--- config.mk ---
export PLATFORM = sky130hd
export DESIGN_NAME = keypad_decimal_reader
export DESIGN_NICKNAME = d
export VERILOG_FILES = /design/src/rtl/keypad_decimal_reader.sv
export SDC_FILE = /design/constraint.sdc
export NUM_CORES = 1
export LEC_CHECK = 0
export CAP_MARGIN = 10
export CORE_ASPECT_RATIO = 1.2
export CORE_MARGIN = 3
export CORE_UTILIZATION = 45
export CTS_CLUSTER_DIAMETER = 80
export DETAILED_ROUTE_END_ITERATION = 10
export GPL_TIMING_DRIVEN = 0
export HOLD_SLACK_MARGIN = 0.1
export PLACE_DENSITY = 0.65
export RECOVER_POWER = 25
export SYNTH_ARGS = -nofsm -noshare
export SYNTH_HDL_FRONTEND = slang
export SYNTH_SLANG_ARGS = --single-unit
--- constraint.sdc ---
create_clock -name clk_i -period 3.49 [get_ports clk_i]
set_input_delay 0.5235 -clock clk_i [delete_from_list [all_inputs] [get_ports clk_i]]
set_output_delay 0.5235 -clock clk_i [all_outputs]
set_load 0.05 [all_outputs]
--- src/rtl/keypad_decimal_reader.sv ---
// keypad_decimal_reader
//   Scans a 4x4 active-low matrix keypad and debounces presses and releases.
//   Decimal digits are accumulated into a binary operand of up to MAX_DIGITS digits.
//   '*' clears the entry, '#' commits it, and A-D are debounced but otherwise ignored.
//
// Ports
//   clk_i           system clock
//   rst_ni          asynchronous active-low reset
//   row_i[3:0]      keypad rows, active-low, asynchronous to clk_i
//   col_o[3:0]      one-hot active-low column drive
//   entry_o[9:0]    binary value of the digits typed so far
//   digit_count_o   number of digits held in entry_o
//   number_o[9:0]   last committed operand
//   number_valid_o  one-cycle pulse when number_o is updated
module keypad_decimal_reader #(
  parameter int unsigned SCAN_CYCLES     = 27000,
  parameter int unsigned DEBOUNCE_CYCLES = 270000,
  parameter int unsigned MAX_DIGITS      = 3
) (
  input  logic       clk_i,
  input  logic       rst_ni,
  input  logic [3:0] row_i,
  output logic [3:0] col_o,
  output logic [9:0] entry_o,
  output logic [1:0] digit_count_o,
  output logic [9:0] number_o,
  output logic       number_valid_o
);

  localparam int unsigned CntMax = (SCAN_CYCLES > DEBOUNCE_CYCLES) ? SCAN_CYCLES
                                                                   : DEBOUNCE_CYCLES;
  localparam int unsigned CntW   = (CntMax > 1) ? $clog2(CntMax) : 1;

  localparam logic [CntW-1:0] ScanLast = CntW'(SCAN_CYCLES - 1);
  localparam logic [CntW-1:0] DebLast  = CntW'(DEBOUNCE_CYCLES - 1);
  localparam logic [1:0]      DigMax   = 2'(MAX_DIGITS);

  // Key codes: 0..9 are digits.
  localparam logic [3:0] KeyClear = 4'd10;
  localparam logic [3:0] KeyEnter = 4'd11;
  localparam logic [3:0] KeyNone  = 4'd15;

  typedef enum logic [1:0] {
    StScan,
    StDebPress,
    StHeld,
    StDebRelease
  } state_e;

  // ---------------------------------------------------------------------------
  // Row synchronizer
  // ---------------------------------------------------------------------------
  logic [3:0] row_meta_q, row_sync_q;

  always_ff @(posedge clk_i or negedge rst_ni) begin
    if (!rst_ni) begin
      row_meta_q <= 4'hF;
      row_sync_q <= 4'hF;
    end else begin
      row_meta_q <= row_i;
      row_sync_q <= row_meta_q;
    end
  end

  logic row_idle;
  assign row_idle = (row_sync_q == 4'hF);

  // ---------------------------------------------------------------------------
  // Scan / debounce FSM
  // ---------------------------------------------------------------------------
  state_e          state_q, state_d;
  logic [CntW-1:0] cnt_q, cnt_d;
  logic [1:0]      col_idx_q, col_idx_d;
  logic [3:0]      row_latch_q, row_latch_d;
  logic            key_event;

  always_ff @(posedge clk_i or negedge rst_ni) begin
    if (!rst_ni) begin
      state_q     <= StScan;
      cnt_q       <= '0;
      col_idx_q   <= 2'd0;
      row_latch_q <= 4'hF;
    end else begin
      state_q     <= state_d;
      cnt_q       <= cnt_d;
      col_idx_q   <= col_idx_d;
      row_latch_q <= row_latch_d;
    end
  end

  // One counter serves both the column dwell and the debounce windows; it is
  // cleared on every state change so each window starts from zero.
  always_comb begin
    state_d     = state_q;
    cnt_d       = cnt_q;
    col_idx_d   = col_idx_q;
    row_latch_d = row_latch_q;
    unique case (state_q)
      StScan: begin
        if (!row_idle) begin
          row_latch_d = row_sync_q;
          cnt_d       = '0;
          state_d     = StDebPress;
        end else if (cnt_q == ScanLast) begin
          cnt_d     = '0;
          col_idx_d = col_idx_q + 2'd1;
        end else begin
          cnt_d = cnt_q + 1'b1;
        end
      end
      StDebPress: begin
        if (row_sync_q != row_latch_q) begin
          cnt_d   = '0;
          state_d = StScan;
        end else if (cnt_q == DebLast) begin
          cnt_d   = '0;
          state_d = StHeld;
        end else begin
          cnt_d = cnt_q + 1'b1;
        end
      end
      StHeld: begin
        if (row_idle) begin
          cnt_d   = '0;
          state_d = StDebRelease;
        end
      end
      StDebRelease: begin
        if (!row_idle) begin
          cnt_d   = '0;
          state_d = StHeld;
        end else if (cnt_q == DebLast) begin
          cnt_d   = '0;
          state_d = StScan;
        end else begin
          cnt_d = cnt_q + 1'b1;
        end
      end
      default: begin
        cnt_d   = '0;
        state_d = StScan;
      end
    endcase
  end

  always_comb begin
    col_o     = ~(4'b0001 << col_idx_q);
    key_event = (state_q == StDebPress) && (row_sync_q == row_latch_q) && (cnt_q == DebLast);
  end

  // ---------------------------------------------------------------------------
  // Key decode: lowest low row wins when several rows are pressed together
  // ---------------------------------------------------------------------------
  logic [1:0] key_row;
  logic [3:0] key_code;

  always_comb begin
    key_row = 2'd0;
    for (int i = 3; i >= 0; i--) begin
      if (!row_latch_q[i]) key_row = 2'(i);
    end
  end

  always_comb begin
    key_code = KeyNone;
    case ({key_row, col_idx_q})
      4'b00_00: key_code = 4'd1;
      4'b00_01: key_code = 4'd2;
      4'b00_10: key_code = 4'd3;
      4'b01_00: key_code = 4'd4;
      4'b01_01: key_code = 4'd5;
      4'b01_10: key_code = 4'd6;
      4'b10_00: key_code = 4'd7;
      4'b10_01: key_code = 4'd8;
      4'b10_10: key_code = 4'd9;
      4'b11_00: key_code = KeyClear;
      4'b11_01: key_code = 4'd0;
      4'b11_10: key_code = KeyEnter;
      default:  key_code = KeyNone;   // A-D
    endcase
  end

  // ---------------------------------------------------------------------------
  // Decimal accumulator
  // ---------------------------------------------------------------------------
  logic [9:0] entry_q, entry_d;
  logic [1:0] count_q, count_d;
  logic [9:0] number_q, number_d;
  logic       valid_q, valid_d;

  always_ff @(posedge clk_i or negedge rst_ni) begin
    if (!rst_ni) begin
      entry_q  <= '0;
      count_q  <= '0;
      number_q <= '0;
      valid_q  <= 1'b0;
    end else begin
      entry_q  <= entry_d;
      count_q  <= count_d;
      number_q <= number_d;
      valid_q  <= valid_d;
    end
  end

  always_comb begin
    entry_d  = entry_q;
    count_d  = count_q;
    number_d = number_q;
    valid_d  = 1'b0;
    if (key_event) begin
      if (key_code <= 4'd9) begin
        if (count_q < DigMax) begin
          // 14-bit product; with at most three digits the result is <= 999.
          entry_d = 10'(({4'b0000, entry_q} * 14'd10) + {10'b0, key_code});
          count_d = count_q + 2'd1;
        end
      end else if (key_code == KeyEnter) begin
        if (count_q != 2'd0) begin
          number_d = entry_q;
          valid_d  = 1'b1;
          entry_d  = '0;
          count_d  = '0;
        end
      end else if (key_code == KeyClear) begin
        entry_d = '0;
        count_d = '0;
      end
    end
  end

  assign entry_o        = entry_q;
  assign digit_count_o  = count_q;
  assign number_o       = number_q;
  assign number_valid_o = valid_q;

endmodule

== Word level (Yosys, flattened, before mapping) ==
Memories as Yosys holds them, arrays and structs flattened.
Cells that the tools add are included.

* Bits in registers: 58
* Bits in read-only memories: 64
* Memories kept: 1
* Output and inout bits: 27
* Logic and storage cells: 80
* Input port bits: 6

{| class="wikitable"
|+ Memories
! memory !! words !! bits a word !! rd ports !! clocked after memory_dff !! wr ports !! line !! text
|-
| (name not given) || 16 || 4 || 1 || 0 || 0 || 166 || <nowiki>case ({key_row, col_idx_q})</nowiki>
|}

* $lt $le $gt $ge: 2
* Muxes and demuxes: 32
* Reduce and logical (&&, ||, !) cells: 10
* Bitwise gates (word level): 3
* $add $sub $neg: 4
* Shifts and indexed selects: 1
* Multipliers: 1
* Eq/ne operators: 16

{| class="wikitable"
|+ Operator list
! operator !! number
|-
| 2-to-1 mux 19 bit || 6
|-
| case mux 19 bit (4 select lines) || 1
|-
| 2-to-1 mux 10 bit || 5
|-
| 2-to-1 mux 2 bit || 15
|-
| adder 19 x 1 -> 19 bit (second input constant) || 1
|-
| equality test 19 x 15 -> 1 bit (second input constant) || 1
|-
| equality test 19 bit (second input constant) || 1
|-
| equality test 4 bit (second input constant) || 3
|-
| AND reduction 4 bit || 3
|-
| adder 10 x 4 -> 10 bit || 1
|-
| multiplier 10 x 3 -> 9 bit (second input constant) || 1
|-
| case mux 2 bit (4 select lines) || 1
|-
| != test 3 bit (second input constant) || 2
|-
| adder 2 x 1 -> 2 bit (second input constant) || 2
|-
| equality test 2 bit (second input constant) || 2
|-
| equality test 4 bit || 1
|-
| less-or-equal comparator 4 bit (second input constant) || 1
|-
| 2-to-1 mux 1 bit || 4
|-
| != test 2 bit (second input constant) || 2
|-
| != test 4 bit || 1
|-
| inverter 4 bit || 1
|-
| << shifter 1 x 2 -> 4 bit (first input constant) || 1
|-
| != test 3 x 2 -> 1 bit (second input constant) || 1
|-
| AND reduction 3 bit || 1
|-
| 9 further kinds || 11
|}

== Depth between registers and ports, before layout ==
Gate-level depths: netlist of the first run.
An unclocked memory read counts as a cell.

* Depth after elaboration: 9
* Gate-level depth with buffers: 13
* Mapped depth without buffers: 13

== Worst setup path after synthesis of the first run ==
Ideal clock, no wire load.

* Path type: flip-flop to flip-flop
* From: register entry_q[3], in the netlist entry_o[3]
* To: register entry_q[9], in the netlist entry_o[9]
* Data arrival time: 2642 ps
* Required time: 3408 ps
* Clock period less this slack: 2724 ps
* Cell stages (with the launch flop): 9
* Setup slack: 766 ps
* Path buffers: 0
* Library setup time: 82 ps
* Cell sequence: dfrtp_1 > ha_1 > ha_1 > fa_1 > xor2_1 > o2111ai_1 > nand3b_1 > xnor3_1 > o22ai_1

* Cells in the longest elaborated chain, start to end: 4

{| class="wikitable"
|+ Ends and longest elaborated chain
! what !! line !! text
|-
| start, declared || 186 || <nowiki>logic [9:0] entry_q, entry_d;</nowiki>
|-
| start signal, assigned || 198 || <nowiki>entry_q <= entry_d;</nowiki>
|-
| multiplier 10 x 3 -> 9 bit || 214 || <nowiki>entry_d = 10'(({4'b0000, entry_q} * 14'd10) + {10'b0, key_code});</nowiki>
|-
| adder 10 x 4 -> 10 bit || 214 ||
|-
| 2-to-1 mux 10 bit || 212 || <nowiki>if (count_q < DigMax) begin</nowiki>
|-
| 2-to-1 mux 10 bit || 211 || <nowiki>if (key_code <= 4'd9) begin</nowiki>
|}

Every way passes these cells. The select of a mux whose other input is x is not followed.
A chain may end at the register's enable or synchronous reset.

== Worst setup path in the final report of the first run ==
* From: register col_idx_q[1]
* To: register entry_q[9], in the netlist entry_o[9]

* Cells in the longest elaborated chain, start to end: 4
* Elaborated cells between the ends (all ways): 12
* Classes of those cells: add/sub (1); order compare (1); eq/ne (4); mux (3); reduce/logical (2); memory (1)

{| class="wikitable"
|+ Ends and longest elaborated chain
! what !! line !! text
|-
| start, declared || 73 || <nowiki>logic [1:0] col_idx_q, col_idx_d;</nowiki>
|-
| start signal, assigned || 86 || <nowiki>col_idx_q <= col_idx_d;</nowiki>
|-
| memory read (16 x 4 bit) * || n/a ||
|-
| adder 10 x 4 -> 10 bit, or another cell as far along || 214 ||
|-
| 2-to-1 mux 10 bit, or another cell as far along || 212 ||
|-
| 2-to-1 mux 10 bit / AND reduction 4 bit (equally long branches) || n/a ||
|}

Mark *: on every way between the ends. The rest lies on a longest branch, timed or not. The select of a mux whose other input is x is not followed.

==> results of run 1 <==
==> logic make-up (layout without fill, tap and decap cells) <==
kind of cell             count (synthesis)  after routing  synth area share [%]
buffers and inverters                   31             80                 4.476
AND/OR/NAND/NOR                        114            114                 17.98
multiplexers                            12             12                 3.954
adder cells (fa/ha/maj)                 26             26                 10.15
XOR/XNOR                                33             33                 9.026
AO/OA/AOI/OAI                           48             48                 10.70
flip-flops                              58             58                 43.71
==> synth_stat cells, types with 3 or more instances <==
| cell type | number |
|---|---|
| nand4_1 | 5 |
| dfstp_2 | 12 |
| xor2_1 | 17 |
| ha_1 | 24 |
| dfrtp_1 | 46 |
| nand2_1 | 29 |
| o21ai_0 | 11 |
| mux2_2 | 10 |
| nor2_1 | 31 |
| and3_1 | 4 |
| nand3_1 | 10 |
| a21oi_1 | 5 |
| o22a_1 | 4 |
| inv_1 | 24 |
| nor3_1 | 6 |
| and2_1 | 5 |
| nand3b_1 | 3 |
| xnor2_1 | 15 |
| o21ai_1 | 7 |
==> power by group through the flow <==
stage	Clock, uW	Combinational [uW]	Sequential, uW
3_5_place_dp	0	346	784
5_1_grt	644	392	781
2_1_floorplan	0	273	772
4_1_cts	611	348	773
6_report	591	345	774
3_3_place_gp	0	336	781
==> sequential cells by signal, summed over array words and instances, names as in the netlist <==
signal          flops
number_valid_o      1
row_meta_q          4
digit_count_o       2
row_sync_q          4
cnt_q              19
state_q             2
entry_o            10
col_idx_q           2
number_o           10
row_latch_q         4
==> layout make-up <==
| class | count | area, um2 |
|---|---|---|
| fill | 646 | 3045 |
| clock buffer | 14 | 182.7 |
| inverter | 25 | 93.84 |
| clock inverter | 2 | 10.01 |
| timing repair buffer | 33 | 317.8 |
| buffer | 6 | 56.30 |
| tap | 87 | 108.9 |
| multi-input combinational | 233 | 1738 |
| sequential | 58 | 1466 |
==> worst max path at each step <==
stage               slack, ns                      to  cells after the start                startpoint
floorplan                0.77  entry_o[9]$_DFFE_PN0P_                      8    entry_o[3]$_DFFE_PN0P_
global placement         0.08   cnt_q[12]$_DFFE_PN0N_                      1                    rst_ni
detailed placement       0.36  entry_o[9]$_DFFE_PN0P_                     13  col_idx_q[1]$_DFFE_PN0P_
CTS                      0.35  entry_o[9]$_DFFE_PN0P_                     13  col_idx_q[1]$_DFFE_PN0P_
global route             0.09  entry_o[9]$_DFFE_PN0P_                     13  col_idx_q[1]$_DFFE_PN0P_
finish                   0.33  entry_o[9]$_DFFE_PN0P_                     13  col_idx_q[1]$_DFFE_PN0P_
==> metal layers <==
layer  vias to the layer above  share of wire, %  global-route usage, %
met2                        59                49                  28.99
met5                         -                 0                      0
met3                        15               3.4                  3.271
met4                         0               2.8                  9.622
met1                      1138                45                  20.51
li1                       1199                 -                      -
==> metrics by stage <==
stage               hold slack, ns  worst slack (ns)  cell area [um2]  total power (uW)  util [%]
global route                0.3589           0.08665             3974              1817     56.61
detailed placement          0.3469            0.3608             3799              1130     54.12
finish                      0.3551            0.3281             3974              1710     56.61
CTS                         0.1831            0.3458             3991              1732     56.86
global placement            0.3454           0.08014             3784              1116     53.90
floorplan                   0.2279            0.7659             3354              1045         -
==> metrics.txt, run 1 <==
worst path bufs/invs=2; Finished Layout Cells=458; peak per-stage delay on the critical path=0.44 ns; Antenna Nets Post-Route=0; Netlist cell types=61; DRC viols=0; cell family with most CP delay=simple AND/OR/NAND/NOR gates; Hold EP=row_sync_q[1]$_DFF_PN1_; synth warn=0; worst path cell trace=inv_1, ha_1, nor3b_1, o21bai_1, nand3_1, ha_1, inv_1, fa_1, nor2b_1, o2111ai_1, nand3b_1, xnor3_1, o22ai_1; hold path depth=0; post-route clock period utilization=90.60%; leading cell type in the layout, fill and taps excluded=dfrtp_1; I/O Pins=33; peak supply drop=0.2991 mV; LEAKAGE=0.001766 uW; total gr overflow=0; Slew @ Worst Pin=1.841 ns; largest area contributor in the netlist=dfrtp_1; clock share of power=34.5%; setup_tns=0 ns; number of global-route vias before repair=2,531; Area Growth Syn to Fin=18.46%; top post-synthesis cells by area=dfrtp_1 34%, dfstp_2 9.4%, ha_1 9.0%, xor2_1 4.4%, xnor2_1 3.9%; detailed-route vias per instance=5.264; layout cell share with drive strength beyond 1=14.82%; worst reg-to-reg path cell count=13; R2R Path Start=col_idx_q[1]$_DFFE_PN0P_; CTS tree=built; H-tree levels=3; RR Endpoint=entry_o[9]$_DFFE_PN0P_; EDFF count, synth=0; CP Class=reg -> reg; Async SR Flop Fraction=100.0%; PortBufs=32; Slowest cell on crit path=dfrtp_1; antenna violations before repair=0; Initial DRT Pass Iterations=6; Max Slew Vio Count=35; worst-case clock skew=0.006309 ns; post-synthesis sequential area ratio=43.72%; Fmax=0.3163 GHz; Slew Limit Headroom=-22.71%; syn nets=354; Post-CTS Resized=0; Avg Cell Area, Syn=10.42 um2; die height=100.6 um; pwr dens=430.4 nW/um2; std cell rows=33; WL final=6590 um; Internal Power=1208 uW; CTS root buffer=clkbuf_8; die area=8531 um2; failing checks=max-capacitance violations, max-slew violations; synthesized instance count=322; synthesized flop and latch total=58; hpwl dp=4777 um; Max FO, Critical Path=6; Starting Density=47.79%; Placer Congestion=0.8261; # Post-CTS Setup Buffers=0; CP Data Required Time=3.75 ns; Yosys top cell area share=34.32%; total CTS buffers=9; Seq pwr share=45.3%; Max Buffers Root-to-Sink=2; # setup viols final=0; FF-to-FF setup slack=0.33 ns; Clock Latency Late Sink=0.34 ns; final-stage net count=398; most frequent cells in the layout=46 x dfrtp_1, 31 x nor2_1, 29 x nand2_1; Hold Path Origin=row_meta_q[1]$_DFF_PN1_; vias=2,411; switching share of power=29.37%; RSZ-0062 raised after global routing=no; Fin. Hold Viols=0; placed cells=442; Sink Count=58; CP arrival=3.42 ns; die width=84.82 um; Max Cap Viol=1; detailed-route wire length per cell=14.39 um; post-synthesis instance area=3354 um2; pin count of the biggest net entering global routing=35; initial DRC count=94; Core Box Area=7019 um2; ANT cells=0; Psw=502.3 uW; status=complete, but fails checks; All-Layer GR Usage=17.16%; Worst setup EP type=register; fin crit period=3.162 ns; first-pass GRT wire length=11,550 um; Logic pwr share=20.2%; clk slew on worst S/H paths=0.07 ns; CP Launch Type=register; Synth Flop Type=dfrtp_1; class of the most critical hold timing path=reg -> reg; hold buffer count at CTS=0
(Power assumes the default switching activity.)
==> run 2, diff against run 1 <==
--- a/config.mk
+++ b/config.mk
@@ -9,7 +9,6 @@
 export CORE_ASPECT_RATIO = 1.2
 export CORE_MARGIN = 3
 export CORE_UTILIZATION = 45
-export CTS_CLUSTER_DIAMETER = 80
 export DETAILED_ROUTE_END_ITERATION = 10
 export GPL_TIMING_DRIVEN = 0
 export HOLD_SLACK_MARGIN = 0.1
==> results of run 2 <==
No change in the layout: final DEF, timing and power equal those of run 1.
==> run 3, diff against run 2 <==
--- a/config.mk
+++ b/config.mk
@@ -12,8 +12,9 @@
 export DETAILED_ROUTE_END_ITERATION = 10
 export GPL_TIMING_DRIVEN = 0
 export HOLD_SLACK_MARGIN = 0.1
-export PLACE_DENSITY = 0.65
+export PLACE_DENSITY = 0.73
 export RECOVER_POWER = 25
+export SETUP_SLACK_MARGIN = 0.1
 export SYNTH_ARGS = -nofsm -noshare
 export SYNTH_HDL_FRONTEND = slang
 export SYNTH_SLANG_ARGS = --single-unit
==> metrics.txt, run 3 (same netlist as run 1, synthesis figures left out) <==
Slew Limit Headroom=-13.63% (+9.1 points); antenna violations before repair=0 (unchanged); Slew @ Worst Pin=1.704 ns (-0.1362 ns); peak per-stage delay on the critical path=0.42 ns (-0.02 ns); max reg flops=19 (unchanged); PortBufs=32 (unchanged); DR WL met2=3226 um (-0.49%); Starting Density=47.79% (unchanged); layout cell share with drive strength beyond 1=14.82% (unchanged); final-stage net count=398 (unchanged); Sink Count=58 (unchanged); Fin. Hold Viols=0 (unchanged); ANT cells=0 (unchanged); CP arrival=3.34 ns (-0.08 ns); fin crit period=3.077 ns (-0.08528 ns); failing checks=max-capacitance violations, max-slew violations; die area=8531 um2 (unchanged); CTS root buffer=clkbuf_8; pin count of the biggest net entering global routing=33 (-5.7%); status=complete, but fails checks; DRC viols=0 (unchanged); met3 wire len=229 um (+2.2%); Clock Latency Late Sink=0.34 ns (about the same); hold buffer count at CTS=0 (unchanged); worst path cell trace=inv_1, ha_1, nor3b_1, o21bai_1, nand3_1, ha_1, inv_1, fa_1, nor2b_1, o2111ai_1, nand3b_1, xnor3_1, o22ai_1; Max Cap Viol=1 (unchanged); DRT met1 WL=2789 um (-5.2%); I/O Pins=33 (unchanged); H-tree levels=3 (unchanged); total gr overflow=0 (unchanged); initial DRC count=106 (+13%); first-pass GRT wire length=11,610 um (+0.48%); total CTS buffers=9 (unchanged); LEAKAGE=0.001755 uW (-0.62%); Max Buffers Root-to-Sink=2 (unchanged); Top Metal Used=met4; detailed-route vias per instance=5.369 (+2.0%); Core Box Area=7019 um2 (unchanged); CP Class=reg -> reg; CP Data Required Time=3.75 ns (about the same); Max FO, Critical Path=6 (unchanged); pwr dens=421.7 nW/um2 (-2.0%); std cell rows=33 (unchanged); Antenna Nets Post-Route=0 (unchanged); detailed-route wire length per cell=14.06 um (-2.3%); leading cell type in the layout, fill and taps excluded=dfrtp_1; FF-to-FF setup slack=0.41 ns (+0.09 ns); Area Growth Syn to Fin=17.94%; Slowest cell on crit path=fa_1; CTS tree=built; Worst setup EP type=register; WL final=6440 um (-2.3%); vias=2,459 (+2.0%); die height=100.6 um (unchanged); peak supply drop=0.2701 mV (-9.7%); Fmax=0.3250 GHz (+2.8%); # setup viols final=0 (unchanged); number of global-route vias before repair=2,583 (+2.1%); CP Launch Type=register; All-Layer GR Usage=17.00% (-0.16 points); # Post-CTS Setup Buffers=0 (unchanged); Largest Register=cnt_q; Placer Congestion=0.8315 (+0.65%); Max Slew Vio Count=33 (-5.7%); class of the most critical hold timing path=reg -> reg; RSZ-0062 raised after global routing=no; hpwl dp=4744 um (-0.71%); Finished Layout Cells=458 (unchanged); most frequent cells in the layout=45 x dfrtp_1, 31 x nor2_1, 29 x nand2_1; placed cells=442 (unchanged); clk slew on worst S/H paths=0.06 ns (about the same); worst-case clock skew=0.008495 ns (+0.002186 ns); post-route clock period utilization=88.16% (-2.4 points); Initial DRT Pass Iterations=4 (-2); setup_tns=0 ns (unchanged); die width=84.82 um (unchanged)
-- run 3: changes by cell type in the layout (fill, tap and decap cells not counted) --
| cell | change |
|---|---|
| dfrtp_1 | -1 |
| clkbuf_1 | +1 |
| clkbuf_8 | -2 |
| dfrtp_2 | +1 |
| clkinv_2 | +1 |
-- run 3: report_power, final --
| group | total (uW) | internal, uW | leakage [uW] | switching (uW) |
|---|---|---|---|---|
| Clock | 556 | 293 | 0.0000932 | 263 |
| Combinational | 342 | 145 | 0.000897 | 197 |
| Sequential | 770 | 730 | 0.000765 | 40.4 |
| Total | 1670 | 1170 | 0.00176 | 500 |
-- run 3: final cells by class --
| type | instances | area (um2) |
|---|---|---|
| clock buffers | 13 | 158.9 |
| repair buffers | 33 | 317.8 |
| inverters | 25 | 93.84 |
| clock inverters | 3 | 15.01 |
| flip-flops and latches | 58 | 1468 |
| well taps | 87 | 108.9 |
| plain buffers | 6 | 56.30 |
| multi-input cells | 233 | 1738 |
| fillers | 628 | 3063 |
-- run 3: path summary, 6_finish.rpt --
kind / start / endpoint / cells past startpoint
worst min-delay path: row_meta_q[2]$_DFF_PN1_ / row_sync_q[2]$_DFF_PN1_ / 0
worst max register to register: col_idx_q[1]$_DFFE_PN0P_ / entry_o[9]$_DFFE_PN0P_ / 13
worst min register to register: row_meta_q[2]$_DFF_PN1_ / row_sync_q[2]$_DFF_PN1_ / 0
min in group asynchronous: rst_ni / number_o[0]$_DFFE_PN0P_ / 1
max in group asynchronous: rst_ni / cnt_q[17]$_DFFE_PN0N_ / 2
worst max-delay path: col_idx_q[1]$_DFFE_PN0P_ / entry_o[9]$_DFFE_PN0P_ / 13
-- run 3: stage by stage --
step	setup WS (ns)	instance area [um2]	total power, uW	hold slack [ns]	utilization (%)
after floorplan	0.7659	3354	1045	0.2279	-
after global placement	0.1154	3784	1112	0.3454	53.90
final	0.4134	3956	1668	0.3560	56.36
after CTS	0.3476	3973	1692	0.2044	56.60
after global routing	0.1345	3956	1772	0.3598	56.36
after detailed placement	0.3767	3799	1128	0.3472	54.12
-- run 3: layer usage --
metal | up-vias | global-route usage [%]
li1 | 1195 | -
met3 | 16 | 4.742
met5 | - | 0
met1 | 1195 | 19.19
met4 | 0 | 8.526
met2 | 53 | 29.42
-- run 3: timing repair --
item | 4_1_cts | 5_1_grt
endpoints found under the setup margin | 0 | 1
resized for setup | 0 | 1
hold endpoints to repair | 0 | 0
-- run 3: worst max-delay path, delay by kind of cell (launching register included) --
kind | cells | cell delay [ns]
adders and majority gates | 3 | 0.80
and+or+nand+nor | 4 | 0.79
AOI/OAI and AO/OA | 3 | 0.47
DFF | 1 | 0.41
xor gates and xnor gates | 1 | 0.35
buffers and inverters | 2 | 0.17
